--- src/rtl/max_pooling_layer_if.sv ---
// Pixel stream bundle between convolutional_layer and max_pooling_layer.
// The master drives the raw pixel stream; the slave (pooling stage) returns pooled maxima.
interface max_pooling_layer_if #(
  parameter int D_WIDTH = 16
);
  logic [D_WIDTH-1:0] input_data;
  logic               input_valid;
  logic [D_WIDTH-1:0] output_data;
  logic               valid;

  modport master (
    output input_data,
    output input_valid,
    input  output_data,
    input  valid
  );

  modport slave (
    input  input_data,
    input  input_valid,
    output output_data,
    output valid
  );
endinterface

--- src/rtl/max_pooling_layer.sv ---
// Streaming 2x2 / stride-2 max pooling over a raster-order pixel stream.
// Even-row pair maxima wait in a half-width line buffer until the odd row arrives.
module max_pooling_layer #(
  parameter int D_WIDTH    = 16,
  parameter int IMAGE_SIZE = 64
) (
  input  logic               clk,
  input  logic               rst_n,
  input  logic               clk_en,
  max_pooling_layer_if.slave bus
);
  localparam int HALF   = IMAGE_SIZE / 2;
  localparam int CNT_W  = (IMAGE_SIZE > 2) ? $clog2(IMAGE_SIZE) : 1;
  localparam int ADDR_W = (HALF > 1) ? $clog2(HALF) : 1;

  logic [CNT_W-1:0]   col_reg;
  logic [CNT_W-1:0]   row_reg;
  logic [D_WIDTH-1:0] pair_reg;
  logic [D_WIDTH-1:0] out_reg;
  logic               valid_reg;
  logic [D_WIDTH-1:0] rd_reg;
  logic [D_WIDTH-1:0] line_buf [HALF];

  logic               accept;
  logic               col_odd;
  logic               row_odd;
  logic               col_last;
  logic               row_last;
  logic [ADDR_W-1:0]  buf_addr;
  logic [D_WIDTH-1:0] hmax;
  logic [D_WIDTH-1:0] blk_max;

  assign accept   = clk_en && bus.input_valid;
  assign col_odd  = col_reg[0];
  assign row_odd  = row_reg[0];
  assign col_last = (col_reg == CNT_W'(IMAGE_SIZE - 1));
  assign row_last = (row_reg == CNT_W'(IMAGE_SIZE - 1));
  assign buf_addr = ADDR_W'(col_reg >> 1);
  assign hmax     = (pair_reg > bus.input_data) ? pair_reg : bus.input_data;
  assign blk_max  = (rd_reg > hmax) ? rd_reg : hmax;

  // Raster position counters; the frame wraps with no idle cycle.
  always_ff @(posedge clk or negedge rst_n) begin
    if (!rst_n) begin
      col_reg <= '0;
      row_reg <= '0;
    end else if (accept) begin
      if (col_last) begin
        col_reg <= '0;
        row_reg <= row_last ? '0 : row_reg + 1'b1;
      end else begin
        col_reg <= col_reg + 1'b1;
      end
    end
  end

  always_ff @(posedge clk or negedge rst_n) begin
    if (!rst_n) begin
      pair_reg  <= '0;
      out_reg   <= '0;
      valid_reg <= 1'b0;
    end else if (clk_en) begin
      valid_reg <= 1'b0;
      if (accept) begin
        if (!col_odd) begin
          pair_reg <= bus.input_data;
        end else if (row_odd) begin
          out_reg   <= blk_max;
          valid_reg <= 1'b1;
        end
      end
    end
  end

  // Block-RAM style buffer with a registered read. On odd rows the entry is
  // fetched during the even-column accept, one accept ahead of its use, so a
  // read and a write never touch the buffer in the same cycle.
  always_ff @(posedge clk) begin
    if (accept && col_odd && !row_odd) begin
      line_buf[buf_addr] <= hmax;
    end
    if (accept && !col_odd && row_odd) begin
      rd_reg <= line_buf[buf_addr];
    end
  end

  assign bus.output_data = out_reg;
  assign bus.valid       = valid_reg;
endmodule

--- src/flat_wrapper.sv ---
// flat-port wrapper written by rule: the top's interface ports become plain ports
module max_pooling_layer_flat 
#(
  parameter int D_WIDTH    = 16,
  parameter int IMAGE_SIZE = 64
)
  (clk, rst_n, clk_en, bus_input_data, bus_input_valid, bus_output_data, bus_valid);
  max_pooling_layer_if #(.D_WIDTH(D_WIDTH)) bus_i ();
  input  logic clk;
  input  logic rst_n;
  input  logic clk_en;
  input wire logic [$bits(bus_i.input_data)-1:0] bus_input_data;
  input wire logic [$bits(bus_i.input_valid)-1:0] bus_input_valid;
  output wire logic [$bits(bus_i.output_data)-1:0] bus_output_data;
  output wire logic [$bits(bus_i.valid)-1:0] bus_valid;
  assign bus_i.input_data = bus_input_data;
  assign bus_i.input_valid = bus_input_valid;
  assign bus_output_data = bus_i.output_data;
  assign bus_valid = bus_i.valid;
  max_pooling_layer #(.D_WIDTH(D_WIDTH), .IMAGE_SIZE(IMAGE_SIZE)) u_core (.clk(clk), .rst_n(rst_n), .clk_en(clk_en), .bus(bus_i));
endmodule
--- config.mk ---
export PLATFORM = sky130hd
export DESIGN_NAME = max_pooling_layer_flat
export DESIGN_NICKNAME = d
export VERILOG_FILES = /design/src/rtl/max_pooling_layer_if.sv /design/src/rtl/max_pooling_layer.sv /design/src/flat_wrapper.sv
export SDC_FILE = /design/constraint.sdc
export NUM_CORES = 1
export LEC_CHECK = 0
export CORE_ASPECT_RATIO = 0.5
export CORE_MARGIN = 3
export CORE_UTILIZATION = 55
export CTS_CLUSTER_DIAMETER = 40
export CTS_CLUSTER_SIZE = 20
export DETAILED_ROUTE_END_ITERATION = 8
export GPL_TIMING_DRIVEN = 0
export PLACE_DENSITY = 0.75
export SLEW_MARGIN = 20
export SYNTH_ARGS = -nofsm -noshare
export SYNTH_HDL_FRONTEND = slang
export SYNTH_SLANG_ARGS = --single-unit
--- constraint.sdc ---
create_clock -name clk -period 7.1 [get_ports clk]
set_input_delay 1.42 -clock clk [delete_from_list [all_inputs] [get_ports clk]]
set_output_delay 1.42 -clock clk [all_outputs]
set_load 0.03 [all_outputs]
After elaboration in Yosys (flattened, before gate mapping) --
Memories as Yosys holds them, arrays and structs flattened. A register that Yosys moved wholly into a read port is not among the register bits. Index checks and enable logic that the tools add are counted.
Storage, ports and cells: ROM bits 0, memory bits (writable) 512, input bits 20, word-level logic and storage cells 32, latch bits 0, memories 1, output and inout port bits 17, register bits after elaboration 45
Memory list:
- u_core.line_buf | depth 32, bits a word 16, rd ports 1, clocked after memory_dff 1, wr ports 1, RTL line max_pooling_layer.sv:22 | logic [D_WIDTH-1:0] line_buf [HALF];
Cells by class: magnitude comparators 2, shift operators 0, reduce and logical (&&, ||, !) cells 10, $add $sub $neg 2, bitwise logic cells 1, multiply operators 0, multiplexer cells 9, div/mod/pow operators 0, equality and inequality tests 2
Operators with widths (count):
- greater-than comparator 16 bit | 2
- 2-to-1 mux 16 bit | 2
- adder 6 x 1 -> 6 bit, second input constant | 2
- == test 6 bit, second input constant | 2
- 2-to-1 mux 6 bit | 2
- logical AND 1 bit | 5
- 2-to-1 mux 1 bit | 5
- AND reduction 4 bit | 1
- AND reduction 3 bit | 1
- logical NOT 1 bit | 2
- AND reduction 2 bit | 1
- NOT 1 bit | 1

Longest topological paths before layout --
Gate-level depths: netlist of the first run.
word-level depth 5, mapped depth 17, mapped depth without buffers 14

Least setup slack after synthesis of the first run --
Ideal clock, no wire load.
path type input-to-reg, start point in bus_input_data[15], end point reg u_core.out_reg[5] (netlist: u_core.bus.output_data[5]), stages 17, required time 7033 ps, path slack 1894 ps, library setup time 67 ps, arrival time 5139 ps, path buffers 3, cell sequence inv_1 > ha_1 > nand4_4 > o21bai_2 > or3_1 > buf_2 > buf_6 > o311ai_1 > nand3_1 > ha_1 > nor2b_1 > o211ai_1 > a21boi_0 > and4b_1 > nor2_1 > clkbuf_1 > a221o_1
On the way: cells in the longest elaborated chain, start to end 4
Ends and longest elaborated chain:
- start, declared | RTL line flat_wrapper.sv:12 | input wire logic [$bits(bus_i.input_data)-1:0] bus_input_data;
- greater-than comparator 16 bit | RTL line max_pooling_layer.sv:39 | assign hmax = (pair_reg > bus.input_data) ? pair_reg : bus.input_data;
- 2-to-1 mux 16 bit | RTL line max_pooling_layer.sv:39
- net u_core.hmax[0] | RTL line max_pooling_layer.sv:30 | logic [D_WIDTH-1:0] hmax;
- greater-than comparator 16 bit | RTL line max_pooling_layer.sv:40 | assign blk_max = (rd_reg > hmax) ? rd_reg : hmax;
- 2-to-1 mux 16 bit | RTL line max_pooling_layer.sv:40
- end signal, assigned | RTL line max_pooling_layer.sv:68 | out_reg <= blk_max;
- end, declared | RTL line max_pooling_layer.sv:19 | logic [D_WIDTH-1:0] out_reg;
The timed path passes the listed nets, and every way through them passes these cells. A chain may end at the register's enable or synchronous reset.

Final worst setup path of the first run --
start point in bus_input_data[15], end point reg u_core.out_reg[8] (netlist: u_core.bus.output_data[8])
The elaborated chain is that of the path after synthesis.

==> results.py, run 1 <==
metrics = {
    "sta": {
        "drv_slew": 0,
        "rsz0062_at_grt": "false",
        "timing.final.crit_share": 0.873,
        "slew_headroom": 0.204,
        "layout_setup_ws_ps": 903,
        "setup_viol": 0,
        "finalHoldViolations": 0,
        "tns_ps": 0,
        "whs_ps": 470,
        "tightest_slew_ps": 1190,
        "period_needed_ps": 6200,
        "fmax_mhz": 161,
        "finClkSkew_ps": 36.1,
    },
    "placement": {
        "placed_cell_area_um2": 24700,
        "place_inst": 1827,
        "hpwl_um": 40900,
        "port_buffers": 36,
        "gp_congestion": 0.957,
        "dp_slack_ps": 398,
    },
    "worst_setup_path": {
        "rr_worst_depth": 16,
        "crit_slowest_cell": "nand3_2",
        "rrSetupSlack_ps": 1950,
        "cp_common_cell": "ha_1",
        "cp_max_fo": 34,
        "start_kind": "input pin",
        "r2r-start": "u_core.pair_reg[13]",
        "worstSetupEndpointType": "flop",
        "crit_chain": "clkdlybuf4s50_1, inv_1, ha_1, nand4_4, o21bai_2, or3_1, buf_2, buf_6, o311ai_1, nand3_2, ha_1, nor2b_1, o211ai_1, a21boi_0, and4b_1, nor2_1, clkbuf_1, a221o_1",
        "path_buf_inv": 5,
        "critPathTopFamily": "simple AND/OR/NAND/NOR gates",
        "required_ps": 7610,
        "regToRegEndpoint": "u_core.bus.output_data[8]",
        "critPathKind": "input pin to flop",
        "crit_path_max_incr_delay_ps": 730,
        "arrival_ps": 6710,
    },
    "drt": {
        "dr_total_vias": 13110,
        "wl_per_cell_um": 32.7,
        "drt-initial-drc-count": 1886,
        "vias_per_cell": 6.88,
        "antenna_left": 0,
        "wl_um": 62300,
        "detail_route.first_pass.iterations": 5,
        "drc": 0,
    },
    "die": {
        "die_area_um2": 44700,
        "floorplan.die.width_um": 296,
        "start_util": 0.565,
        "die_y_um": 151,
        "fp-row-count": 52,
        "coreArea_um2": 40900,
        "io_pins": 37,
    },
    "grt": {
        "grt_pass1_wl_um": 90100,
        "grt_antenna_before_repair": 4,
        "grt_use_total": 0.288,
        "grt_pass1_vias": 12786,
        "overflow": 0,
        "grt_start_max_net_pins": 35,
    },
    "yosys": {
        "synth_area_leaders": "edfxtp_1, mux4_2, dfrtp_1",
        "ys.flop_type": "edfxtp_1",
        "yosys.area.top_type": "edfxtp_1",
        "syn_avg_cell_area_um2": 18.9,
        "synth.top_cell.area_share": 0.686,
        "synth_fp_nets": 1276,
        "syn_area_um2": 23100,
        "ys_top_cells_by_count": "edfxtp_1, mux4_2, a22oi_1, clkbuf_1, nor2_1",
        "ys_warn_count": 0,
        "yosys.cell_count.top_type": "edfxtp_1",
        "yosysSeqAreaShare": 0.734,
        "ys_types": 55,
        "synthCells": 1222,
        "async_reset_ff_frac": 0.0785,
        "synth_edf_count": 528,
        "synth_seq_cells": 573,
    },
    "cells_and_area": {
        "largest_reg_flops": 512,
        "final_cells": 1906,
        "top_register": "u_core.line_buf",
        "layout-drive-gt1-share": 0.236,
        "nets": 1387,
        "final_area_um2": 26200,
        "syn_to_final_growth_pct": 13.2,
    },
    "clock_network": {
        "clk_pin_slew_ps": 70,
        "clkLatencyLatePin_ps": 600,
        "htreeDepth": 2,
        "cts.path.max_buffers": 3,
        "cts_resized": 0,
        "ctsHoldBuffers": 0,
        "cts_sinks": 573,
        "cts_tree": "yes",
        "cts_made_buffers": 44,
        "cts_setup_buffers": 0,
        "root_buffer": "clkbuf_16",
    },
    "min_path": {
        "min-delay-start": "u_core.row_reg[4]",
        "holdPathStages": 1,
        "holdPathEnd": "u_core.row_reg[4]",
        "hp-class": "flop to flop",
    },
    "power_and_ir_drop": {
        "leakagePower_nw": 8.52,
        "powerDensity_nw_per_um2": 364,
        "vdd_drop_max_v": 0.000231,
    },
    "run_status": {
        "status": "finished clean",
    },
    "flow_run": {
        "drv_cap": 0,
    },
}
## cells in the final DEF (no fill, tap or decap), drive strengths merged, types with 11 or more instances in the layout
cell           count
a21oi             14
a221o             16
a22oi             64
a31oi             15
and2              33
and3              17
buf               49
clkbuf            94
clkdlybuf4s50     35
clkinv            11
dfrtp             45
edfxtp           528
ha                34
inv               50
mux4             128
nand2             39
nand4             27
nor2              46
nor4              16
o21ai             28
o311ai            16
## per-stage QoR
| stage | util | power, mW |
|---|---|---|
| 3_3_place_gp | 0.590 | 6.84 |
| 4_1_cts | 0.639 | 9.48 |
| 3_5_place_dp | 0.603 | 6.92 |
| 6_report | 0.640 | 9.52 |
| 5_1_grt | 0.640 | 9.80 |
| 2_1_floorplan | - | 5.83 |
## layout make-up
type | count | area, um^2
diodes | 3 | 7.51
plain buffers | 67 | 282
clock buffers | 46 | 1130
clock inverters | 30 | 369
fillers | 2661 | 14700
inverters | 37 | 139
multi-input cells | 545 | 5850
flip-flops and latches | 573 | 17000
well taps | 540 | 676
repair buffers | 65 | 754
## cells by family after synthesis
logic type,after synthesis,share of synthesized area
adder cells (fa/ha/maj),34,0.0184
flip-flops,573,0.734
buffers and inverters,104,0.0179
XOR/XNOR,5,0.00189
multiplexers,131,0.126
AO/OA/AOI/OAI,160,0.0498
AND/OR/NAND/NOR,215,0.0517
## power breakdown
group          switching, mW  total, mW  leakage [nW]  internal, mW
Clock                   1.28       2.60         0.731          1.33
Sequential            0.0807       4.18          5.34          4.10
Combinational           1.78       2.74          2.45         0.958
Total                   3.14       9.52          8.52          6.38
## worst reg2reg max path, stage by stage, from the launching register on
cell and delay, ps:
dfrtp_1 410, ha_1 350, a21oi_2 160, o21ai_2 160, or3_1 390, buf_2 170
buf_6 150, o311ai_1 360, nand3_2 730, ha_1 510, nor2b_1 110, o211ai_1 80
a21boi_0 210, and4b_1 240, nor2_1 390, clkbuf_1 430, a221o_1 240
## worst max-delay path by stage
stage	depth (start not counted)	endpoint	start
2_1_floorplan	17	u_core.bus.output_data[5]	bus_input_data[15]
3_3_place_gp	17	u_core.bus.output_data[8]	bus_input_data[15]
3_5_place_dp	18	u_core.bus.output_data[8]	bus_input_data[15]
4_1_cts	18	u_core.bus.output_data[8]	bus_input_data[15]
5_1_grt	18	u_core.bus.output_data[8]	bus_input_data[11]
6_report	18	u_core.bus.output_data[8]	bus_input_data[15]
## metal layers
layer,share of wire,GRT usage,vias to the layer above
li1,-,-,5266
met1,0.38,0.409,6736
met2,0.44,0.424,967
met3,0.15,0.0996,139
met4,0.034,0.0910,2
met5,0.00016,0,-
(Power assumes the default switching activity.)
==> inputs of run 2 (changes only) <==
--- a/config.mk
+++ b/config.mk
@@ -6,7 +6,7 @@
 export NUM_CORES = 1
 export LEC_CHECK = 0
 export CORE_ASPECT_RATIO = 0.5
-export CORE_MARGIN = 3
+export CORE_MARGIN = 2
 export CORE_UTILIZATION = 55
 export CTS_CLUSTER_DIAMETER = 40
 export CTS_CLUSTER_SIZE = 20
==> run 2 against run 1 <==
Compared with the run above: hold slack gained 29 ps; die area shrank 2.0%; register-to-register slack lost 60 ps; utilization shrank 1.3 points; largest power group unchanged; clock skew grew 1.9 ps; combinational power is essentially flat; first-iteration DRC count grew 20%; routed wire length grew 0.34%; cell count grew 0.52%; highest routed layer unchanged; sequential share of layout area grew 0.065 points.
==> results.py, run 2 (synthesis results as in run 1) <==
metrics = {
    "cells_and_area": {
        "nFillCells": 2795,
        "final_area_um2": 26200,
        "post-route-util": 0.627,
        "most-common-layout-cells": "edfxtp_1, mux4_2, a22oi_1",
        "multi_input_area_um2": 5830,
        "largest_reg_flops": 512,
        "n_antenna_cell": 0,
        "nets": 1389,
        "regArea_um2": 17000,
        "layout-drive-gt1-share": 0.233,
        "top_register": "u_core.line_buf",
        "final_common_cell": "edfxtp_1",
        "syn_to_final_growth_pct": 13.1,
        "final_cells": 1916,
    },
    "worst_setup_path": {
        "rr_worst_depth": 15,
        "cp_max_fo": 34,
        "rrSetupSlack_ps": 1890,
        "worstSetupEndpointType": "flop",
        "start_kind": "input pin",
        "critPathKind": "input pin to flop",
        "required_ps": 7590,
        "worstSetupStartpoint": "bus_input_data[15]",
        "arrival_ps": 6740,
        "regToRegEndpoint": "u_core.bus.output_data[13]",
        "r2r-start": "u_core.pair_reg[13]",
    },
    "die": {
        "floorplan.die.width_um": 294,
        "start_util": 0.554,
        "io_pins": 37,
        "fp-row-count": 53,
        "die_y_um": 149,
        "coreArea_um2": 41700,
        "die_area_um2": 43800,
    },
    "grt": {
        "grt_start_max_net_pins": 35,
        "grt_antenna_before_repair": 4,
        "grt_pass1_wl_um": 89300,
        "grt_use_total": 0.291,
        "overflow": 0,
        "grt_pass1_vias": 12796,
    },
    "clock_network": {
        "cts_made_buffers": 44,
        "cts_tree": "yes",
        "htreeDepth": 2,
        "clkLatencyLatePin_ps": 590,
        "cts_setup_buffers": 0,
        "cts.path.max_buffers": 3,
        "root_buffer": "clkbuf_16",
        "ctsHoldBuffers": 0,
        "clk_pin_slew_ps": 70,
        "cts_sinks": 573,
        "cts_resized": 0,
    },
    "min_path": {
        "holdPathEnd": "u_core.row_reg[5]",
        "holdPathStages": 1,
        "min-delay-start": "u_core.row_reg[5]",
        "hp-class": "flop to flop",
    },
    "placement": {
        "placed_cell_area_um2": 24700,
        "port_buffers": 36,
        "gp_congestion": 0.957,
        "dp_slack_ps": 441,
        "place_inst": 1839,
        "hpwl_um": 41100,
    },
    "drt": {
        "antenna_left": 0,
        "drc": 0,
        "wl_um": 62500,
        "detail_route.first_pass.iterations": 6,
        "wl_per_cell_um": 32.6,
        "top_layer": "met5",
        "dr_total_vias": 13259,
        "drt-met1-wl_um": 23800,
        "vias_per_cell": 6.92,
        "wl_met2_um": 28000,
        "drt-initial-drc-count": 2271,
        "dr_wl_met3_um": 8590,
    },
    "sta": {
        "setup_viol": 0,
        "finClkSkew_ps": 38.0,
        "layout_setup_ws_ps": 857,
        "fmax_mhz": 160,
        "finalHoldViolations": 0,
        "drv_slew": 0,
        "period_needed_ps": 6240,
        "whs_ps": 499,
        "timing.final.crit_share": 0.879,
        "rsz0062_at_grt": "false",
        "slew_headroom": 0.162,
        "tightest_slew_ps": 1250,
        "tns_ps": 0,
    },
    "power_and_ir_drop": {
        "leakagePower_nw": 8.50,
        "vdd_drop_max_v": 0.000200,
        "powerDensity_nw_per_um2": 362,
        "total_power_mw": 9.46,
    },
    "flow_run": {
        "drv_cap": 0,
    },
    "run_status": {
        "status": "finished clean",
    },
}
## run 2: cell types whose count changed in the layout (fill, tap and decap cells not counted), sizes merged
cell / previous run / this run
buf: 49 / 51
clkinv: 11 / 12
clkinvlp: 3 / 4
inv: 50 / 43
clkbuf: 94 / 101
bufinv: 3 / 2
diode: 3 / 0
## run 2: how the worst max path moves through the flow
stage	to	depth (start not counted)	slack [ps]
detailed placement	u_core.bus.output_data[13]	17	440
CTS	u_core.bus.output_data[13]	17	990
finish	u_core.bus.output_data[13]	17	860
floorplan	u_core.bus.output_data[5]	17	1890
global placement	u_core.bus.output_data[13]	18	130
global route	u_core.bus.output_data[9]	17	600
## run 2: layer usage
layer | up-vias | GRT usage
met5 | - | 0
met4 | 4 | 0.0921
met3 | 139 | 0.0757
met2 | 1015 | 0.435
met1 | 6840 | 0.427
li1 | 5261 | -
## run 2: report_power, final
group          internal (mW)  switching, mW
sequential              4.10         0.0810
clock                   1.30           1.24
combinational          0.959           1.79
total                   6.36           3.11
## run 2: worst max-delay path: stages
cell,delay (ps)
clkdlybuf4s50_1,480
inv_1,90
ha_1,360
nand4_4,170
nor4_4,620
nand2_2,220
buf_2,250
o311ai_1,120
nand3_2,770
ha_1,520
nor2b_1,130
o211ai_1,100
a21boi_0,220
and4b_1,250
nor2_1,330
clkbuf_1,410
a221o_1,240
## run 2: cell type report
class / count / share of cell area
Timing Repair Buffer: 67 / 0.0296
Multi-Input combinational cell: 545 / 0.223
Tap cell: 550 / 0.0263
Buffer: 67 / 0.0108
Sequential cell: 573 / 0.649
Clock buffer: 53 / 0.0450
Clock inverter: 24 / 0.0109
Inverter: 37 / 0.00531
==> inputs of run 3 (changes only) <==
==> constraint.sdc (replaced) <==
create_clock -name clk -period 7.2 [get_ports clk]
set_input_delay 1.44 -clock clk [delete_from_list [all_inputs] [get_ports clk]]
set_output_delay 1.44 -clock clk [all_outputs]
set_load 0.03 [all_outputs]
==> results of run 3 <==
Same layout as run 2 (identical final DEF). Status: finished clean.
Among the figures that moved: setup slack after placement 441 ps -> 521 ps; setup slack after layout 857 ps -> 937 ps; register-to-register setup slack 1890 ps -> 1990 ps; total power 9.46 mW -> 9.33 mW; worst IR drop on VDD 0.000200 V -> 0.000197 V
